## config.mk

```make
export PLATFORM = sky130hd
export DESIGN_NAME = router_pkt_source
export DESIGN_NICKNAME = d
export VERILOG_FILES = /design/src/rtl/router_pkt_source.sv
export SDC_FILE = /design/constraint.sdc
export NUM_CORES = 1
export LEC_CHECK = 0
export ABC_AREA = 1
export CELL_PAD_IN_SITES_DETAIL_PLACEMENT = 1
export CELL_PAD_IN_SITES_GLOBAL_PLACEMENT = 1
export CORE_MARGIN = 5
export CORE_UTILIZATION = 35
export CTS_CLUSTER_SIZE = 14
export DETAILED_ROUTE_END_ITERATION = 6
export GPL_ROUTABILITY_DRIVEN = 0
export PLACE_DENSITY = 0.87
export SLEW_MARGIN = 0
export SYNTH_ARGS = -nofsm -noshare
export SYNTH_HDL_FRONTEND = slang
export SYNTH_SLANG_ARGS = --single-unit
```

## constraint.sdc

```tcl
create_clock -name clock -period 1.25 [get_ports clock]
set_input_delay 0.25 -clock clock [delete_from_list [all_inputs] [get_ports clock]]
set_output_delay 0.25 -clock clock [all_outputs]
set_load 0.005 [all_outputs]
```

## src/rtl/router_pkt_source.sv

```systemverilog
//==============================================================================
// router_pkt_source: self-running packet generator for the 1x3 router input.
// Sends header, LFSR payload and XOR parity, and stalls while busy is high.
// Revision: 1.0
//==============================================================================
`default_nettype none

module router_pkt_source #(
  parameter logic [7:0]  LFSR_POLY  = 8'h1D,
  parameter int unsigned GAP_CYCLES = 2
) (
  input  logic       clock,
  input  logic       resetn,
  input  logic       start,
  input  logic [1:0] dest_addr,
  input  logic [5:0] payload_len,
  input  logic [7:0] seed,
  input  logic       inject_err,
  input  logic       busy,
  output logic [7:0] data_out,
  output logic       pkt_valid,
  output logic       active,
  output logic       done,
  output logic       req_err,
  output logic [7:0] pkt_count
);

  typedef enum logic [2:0] {
    S_IDLE    = 3'd0,
    S_HEADER  = 3'd1,
    S_PAYLOAD = 3'd2,
    S_PARITY  = 3'd3,
    S_GAP     = 3'd4
  } state_t;

  localparam logic [3:0] GAP_LAST = 4'(GAP_CYCLES);

  state_t     state_q, state_d;
  logic [1:0] addr_q, addr_d;
  logic [5:0] len_q, len_d;
  logic [7:0] seed_q, seed_d;
  logic       err_q, err_d;
  logic [5:0] cnt_q, cnt_d;
  logic [7:0] par_q, par_d;
  logic [3:0] gap_q, gap_d;
  logic [7:0] data_q, data_d;
  logic       valid_q, valid_d;
  logic       active_q, active_d;
  logic       done_q, done_d;
  logic       req_err_q, req_err_d;
  logic [7:0] count_q, count_d;
  logic [7:0] par_x;

  function automatic logic [7:0] lfsr_next(input logic [7:0] x);
    return {x[6:0], 1'b0} ^ (x[7] ? LFSR_POLY : 8'h00);
  endfunction

  always_comb begin
    state_d   = state_q;
    addr_d    = addr_q;
    len_d     = len_q;
    seed_d    = seed_q;
    err_d     = err_q;
    cnt_d     = cnt_q;
    par_d     = par_q;
    gap_d     = gap_q;
    data_d    = data_q;
    valid_d   = valid_q;
    active_d  = active_q;
    done_d    = 1'b0;
    req_err_d = 1'b0;
    count_d   = count_q;
    par_x     = par_q ^ data_q;

    case (state_q)
      S_IDLE: begin
        if (start && !busy) begin
          if (dest_addr == 2'b11 || payload_len == 6'd0) begin
            req_err_d = 1'b1;
          end else begin
            addr_d   = dest_addr;
            len_d    = payload_len;
            seed_d   = (seed == 8'h00) ? 8'h01 : seed;
            err_d    = inject_err;
            state_d  = S_HEADER;
            data_d   = {payload_len, dest_addr};
            valid_d  = 1'b1;
            active_d = 1'b1;
          end
        end
      end
      S_HEADER: begin
        if (!busy) begin
          par_d   = data_q;
          state_d = S_PAYLOAD;
          data_d  = seed_q;
          cnt_d   = 6'd1;
        end
      end
      S_PAYLOAD: begin
        if (!busy) begin
          par_d = par_x;
          if (cnt_q == len_q) begin
            state_d = S_PARITY;
            data_d  = par_x ^ {7'b0, err_q};
            valid_d = 1'b0;
          end else begin
            data_d = lfsr_next(data_q);
            cnt_d  = cnt_q + 6'd1;
          end
        end
      end
      S_PARITY: begin
        if (!busy) begin
          done_d   = 1'b1;
          count_d  = count_q + 8'd1;
          active_d = 1'b0;
          data_d   = 8'h00;
          gap_d    = 4'd1;
          state_d  = (GAP_CYCLES == 0) ? S_IDLE : S_GAP;
        end
      end
      S_GAP: begin
        if (gap_q == GAP_LAST) state_d = S_IDLE;
        else                   gap_d   = gap_q + 4'd1;
      end
      default: state_d = S_IDLE;
    endcase
  end

  always_ff @(posedge clock) begin
    if (!resetn) begin
      state_q   <= S_IDLE;
      addr_q    <= 2'd0;
      len_q     <= 6'd0;
      seed_q    <= 8'h00;
      err_q     <= 1'b0;
      cnt_q     <= 6'd0;
      par_q     <= 8'h00;
      gap_q     <= 4'd0;
      data_q    <= 8'h00;
      valid_q   <= 1'b0;
      active_q  <= 1'b0;
      done_q    <= 1'b0;
      req_err_q <= 1'b0;
      count_q   <= 8'h00;
    end else begin
      state_q   <= state_d;
      addr_q    <= addr_d;
      len_q     <= len_d;
      seed_q    <= seed_d;
      err_q     <= err_d;
      cnt_q     <= cnt_d;
      par_q     <= par_d;
      gap_q     <= gap_d;
      data_q    <= data_d;
      valid_q   <= valid_d;
      active_q  <= active_d;
      done_q    <= done_d;
      req_err_q <= req_err_d;
      count_q   <= count_d;
    end
  end

  assign data_out  = data_q;
  assign pkt_valid = valid_q;
  assign active    = active_q;
  assign done      = done_q;
  assign req_err   = req_err_q;
  assign pkt_count = count_q;

endmodule

`default_nettype wire

```

# Yosys cells after proc, flatten, opt, wreduce, memory -nomap -nowiden
# Index checks and enable logic that the tools add are counted.
totals:
  ff_bits: 56
  in_bits: 21
  elab_cells: 95
classes:
  add_sub_neg: 3
  eq_ne: 16
  muxes: 36
  n_bitwise: 5
  n_reduce_logical: 22
op_table:
  columns: ["op", "n"]
  rows:
  - ["8-bit 2-to-1 mux", 9]
  - ["8-bit case mux with 4 select lines", 1]
  - ["3-bit 2-to-1 mux", 7]
  - ["6-bit 2-to-1 mux", 3]
  - ["2-bit inequality test, second input constant", 9]
  - ["8-bit case mux with 2 select lines", 1]
  - ["3-bit case mux with 5 select lines", 1]
  - ["6-bit case mux with 2 select lines", 1]
  - ["3-bit AND reduction", 4]
  - ["8-bit by 1-bit adder with 8-bit output, second input constant", 1]
  - ["8-bit zero test", 1]
  - ["4-bit 2-to-1 mux", 2]
  - ["4-bit case mux with 2 select lines", 1]
  - ["4-bit AND reduction", 2]
  - ["2-bit nonzero test", 4]
  - ["8-bit by 1-bit XOR with 8-bit output", 1]
  - ["8-bit by 5-bit XOR with 8-bit output", 1]
  - ["8-bit XOR", 1]
  - ["1-bit 2-to-1 mux", 7]
  - ["7-bit AND reduction", 1]
  - ["6-bit by 1-bit adder with 6-bit output, second input constant", 1]
  - ["3-bit by 2-bit == test with 1-bit output, second input constant", 2]
  - ["6-bit == test", 1]
  - ["6-bit zero test", 1]
  - ["16 further kinds", 19]

# Logic depth before layout (Yosys ltp)
depth:
  depth_word: 5
  mapped_depth: 12
  ltp_nobuf: 11

# Worst setup path after synthesis
# No wires, ideal clock.
synth_path:
  path_kind: "reg-to-reg"
  startpoint: "reg state_q[0]"
  endpoint: "reg len_q[3]"
  arrival_ps: 1267
  required_time_ps: 1137
  setup_slack_ps: -129
  stages_incl_launch_ff: 12
  n_path_buf: 1
  path_cell_list: "dfxtp_1 -> nor2_2 -> inv_2 -> nor2_4 -> nand2_2 -> nand2_4 -> nor2_8 -> nand2_4 -> inv_4 -> buf_6 -> nor2_1 -> nor2_1"
synth_via:
  elab_chain_cells: 2
synth_lines:
  columns: ["element", "line_no", "text"]
  rows:
  - ["start, declared", "38", "state_t state_q, state_d;"]
  - ["start signal, assigned", "148", "state_q <= state_d;"]
  - ["3-bit zero test", null, null]
  - ["3-bit AND reduction (no source line)", null, null]
  - ["end signal, assigned", "150", "len_q <= len_d;"]
  - ["end, declared", "40", "logic [5:0] len_q, len_d;"]
# Every way passes these cells.
# A chain may end at the register's enable or synchronous reset.

# Worst setup path after layout
layout_path:
  startpoint: "reg state_q[1]"
  endpoint: "reg data_q[1], in the netlist data_out[1]"
layout_via:
  elab_chain_cells: 3
  word_cells_on_any_way: 12
layout_lines:
  columns: ["element", "line_no", "text"]
  rows:
  - ["3-bit by 2-bit == test with 1-bit output (tied with other cells)", "75", "case (state_q)"]
  - ["4-bit nonzero test (no source line) or 2-bit inequality test (tied branches)", null, null]
  - ["6-bit AND reduction (no source line)", null, null]
  - ["end signal, assigned", "156", "data_q <= data_d;"]
  - ["end, declared", "46", "logic [7:0] data_q, data_d;"]
# Several ways; a longest one is shown, not always the timed one.

==> flow_summary.yaml <==
yosys:
  synthAdderAreaFrac_pct: 1.62
  synth-edff-count: 0
  synth-xor-area-share_pct: 2.83
  synth_top_cell_area_share_pct: 36.2
  synth_compound_area_share_pct: 10.7
  ys_ff_latch: 56
  ys_warn_count: 0
  synth_cell_types: 34
  muxShareOfSynthArea_pct: 0
  synth_top_family_by_area: "simple AND/OR/NAND/NOR gates"
  synth-seq-area-share_pct: 36.2
  synth.area.top_cells: "dfxtp_1 36%, nand2_1 12%, nor2_1 9.7%"
  yosysTopAreaCell: "dfxtp_1"
  synthCells: 464
  syn_area_per_cell_um2: 6.67
  async_reset_ff_share_pct: 0
  syn_nets: 489
  yosys.area_share.simple_pct: 38.4
  synth_area_um2: 3100
  ys.flop_type: "dfxtp_1"
drt:
  top_layer: "met4"
  finalWirelength_um: 17100
  drt-pass1-iter-count: 5
  drc: 0
  drtIter0Drc: 217
  final_antenna_net_count: 0
  dr_total_vias: 4072
  via_per_inst: 5.64
  met2_length_um: 8680
  wl_per_cell_um: 23.7
  wirelength_met1_um: 6430
  route.met3.wl_um: 879
global_routing:
  grt_max_degree: 17
  grt_usage_pct: 25.2
  grt_pass1_vias: 4266
  antenna_found_initial: 0
  grt_pass1_wl_um: 22200
  gr-total-overflow: 0
clock_tree:
  clk_path_buf_depth: 2
  cts_tree: "done"
  cts_hold_buf: 0
  cts-root-buf: "clkbuf_8"
  numCtsBuffers: 5
  clkLatencyLatePin_ns: 0.33
  clock_sink_count: 56
  htree_num_levels: 2
  clk_pin_slew_worst_paths_ns: 0.12
power_and_ir_drop:
  peakVddDrop_uv: 1190
  power_density_nw_per_um2: 2440
  power_switching_mw: 6.67
  power_leakage_nw: 2.46
  clkPwrFrac_pct: 7.9
  p_comb_share_pct: 70.4
  pwr-share-seq_pct: 21.7
  sw_frac_of_total_pct: 49.3
  internal_power_mw: 6.86
final_layout:
  final_area_um2: 5550
  syn_to_final_growth_pct: 79.3
  layout-drive-gt1-share_pct: 52.8
  n_antenna_cell: 0
  final_common_cell: "buf_4"
  nNetsFinal: 639
  layout_common_cells: "80 x buf_4, 72 x nand2_1, 50 x nor2_1"
critical_path:
  end_kind: "register"
  critPathKind: "register to register"
  worst_ep_required_time_ns: 1.46
  worstRegToRegCells: 8
  worst-endpoint-arrival_ns: 1.91
  cp-startpoint: "state_q[1]"
  r2r_start: "state_q[1]"
  start_kind: "register"
  worstPathMaxFanout: 6
sta:
  fmax_ghz: 0.590
  rsz0062_at_grt: "true"
  tns_ns: -11.26
  finalWorstSetupSlack_ns: -0.446
  min_period_ns: 1.70
  clock-skew-final_ns: 0.0138
  worst_slew_pin_slew_ns: 0.498
  finalMaxSlewViolations: 0
  timing.final.crit_share_pct: 136
  hold_violations: 0
  setup_viol: 52
  slew_headroom_pct: 66.3
worst_hold_path:
  hold_class: "register to register"
  hold_start: "pkt_count[7]"
  holdPathStages: 1
placed_design:
  hpwl_um: 8120
  postPlaceCellArea_um2: 4140
  port_buffers: 40
  dp_slack_ns: -0.590
floorplanning:
  die_area_um2: 10800
  die_h_um: 104
  die_w_um: 104
  core-area_um2: 8680
  start_util_pct: 35.7
  ioPinCount: 41
  rows: 34
outcome:
  outcome: "finished, violations left"
  violations: "negative setup slack"
job:
  cap_violations: 0
## cells in the mapped netlist (2+ instances only)
| library cell | n |
|---|---|
| inv_1 | 46 |
| nand2_4 | 4 |
| buf_2 | 3 |
| nor2_4 | 3 |
| nand3_1 | 36 |
| nand2_1 | 97 |
| dfxtp_1 | 56 |
| or2_2 | 3 |
| nand4_1 | 7 |
| a21oi_1 | 37 |
| xor2_1 | 4 |
| buf_6 | 4 |
| nor4_1 | 2 |
| nor3_1 | 7 |
| clkinv_1 | 2 |
| nor2_2 | 3 |
| nor2_1 | 80 |
| inv_2 | 8 |
| nand3b_1 | 8 |
| a31oi_1 | 4 |
| clkbuf_1 | 4 |
| o21ai_0 | 21 |
| ha_1 | 4 |
| xnor2_1 | 6 |
| nand2_2 | 4 |
| buf_4 | 3 |
## logic make-up after synthesis
family                     after synthesis
and+or+nand+nor                        258
xor gates and xnor gates                10
buffers and inverters                   72
adders and majority gates                4
DFF                                     56
AOI/OAI and AO/OA                       64
## critical path, cell delays in order (launching register included)
cell	delay (ns)
dfxtp_4	0.38
nor2_4	0.15
inv_2	0.08
nor2_4	0.20
nand2_4	0.10
nand3_2	0.17
inv_1	0.15
o21ai_0	0.26
nor2_1	0.10
## power groups by stage
| stage | combinational (mW) | sequential (mW) | clock (mW) |
|---|---|---|---|
| floorplan | 3.30 | 2.68 | 0 |
| global placement | 5.35 | 2.72 | 0 |
| detailed placement | 5.58 | 2.75 | 0 |
| CTS | 7.12 | 2.75 | 1.02 |
| global route | 9.97 | 2.98 | 1.12 |
| finish | 9.52 | 2.94 | 1.07 |
## sequential cells by signal, indices dropped and copies added, names as in the netlist
| name | flops |
|---|---|
| par_q | 8 |
| err_q | 1 |
| req_err | 1 |
| pkt_valid | 1 |
| done | 1 |
| active | 1 |
| gap_q | 4 |
| data_out | 8 |
| seed_q | 8 |
| len_q | 6 |
| cnt_q | 6 |
| state_q | 3 |
| pkt_count | 8 |
## area by class of cell
type	count	area [µm²]
flip-flops and latches	56	1190
well taps	108	135
clock inverters	2	12.5
fillers	1010	3130
inverters	57	255
clock buffers	5	68.8
repair buffers	156	1460
repair inverters	2	27.5
multi-input cells	336	2400
## layer usage
layer | track usage (%) | vias up
met5 | 0 | -
met4 | 11.7 | 0
met3 | 4.16 | 88
met1 | 27.3 | 2013
li1 | - | 1781
met2 | 47.1 | 190
## metrics by stage
| step | total power, mW | util, % | cells | hold WS (ns) |
|---|---|---|---|---|
| global placement | 8.07 | 47.7 | 670 | 0.438 |
| detailed placement | 8.34 | 47.7 | 670 | 0.453 |
| CTS | 10.9 | 56.6 | 705 | 0.437 |
| finish | 13.5 | 63.9 | 722 | 0.455 |
| floorplan | 5.98 | - | 464 | 0.389 |
| global route | 14.1 | 63.9 | 722 | 0.479 |
## what timing repair did
item	4_1_cts	5_1_grt
cloned	3	1
buffers inserted	26	19
resized for setup	168	146
pin swaps	42	43
endpoints found under the setup margin	69	54
## worst paths after layout
kind                                      to  slack [ns]
worst max-delay path             data_out[1]       -0.45
worst min-delay path            pkt_count[7]        0.46
worst max register to register   data_out[1]       -0.45
worst min register to register  pkt_count[7]        0.46
(Power assumes the default switching activity.)
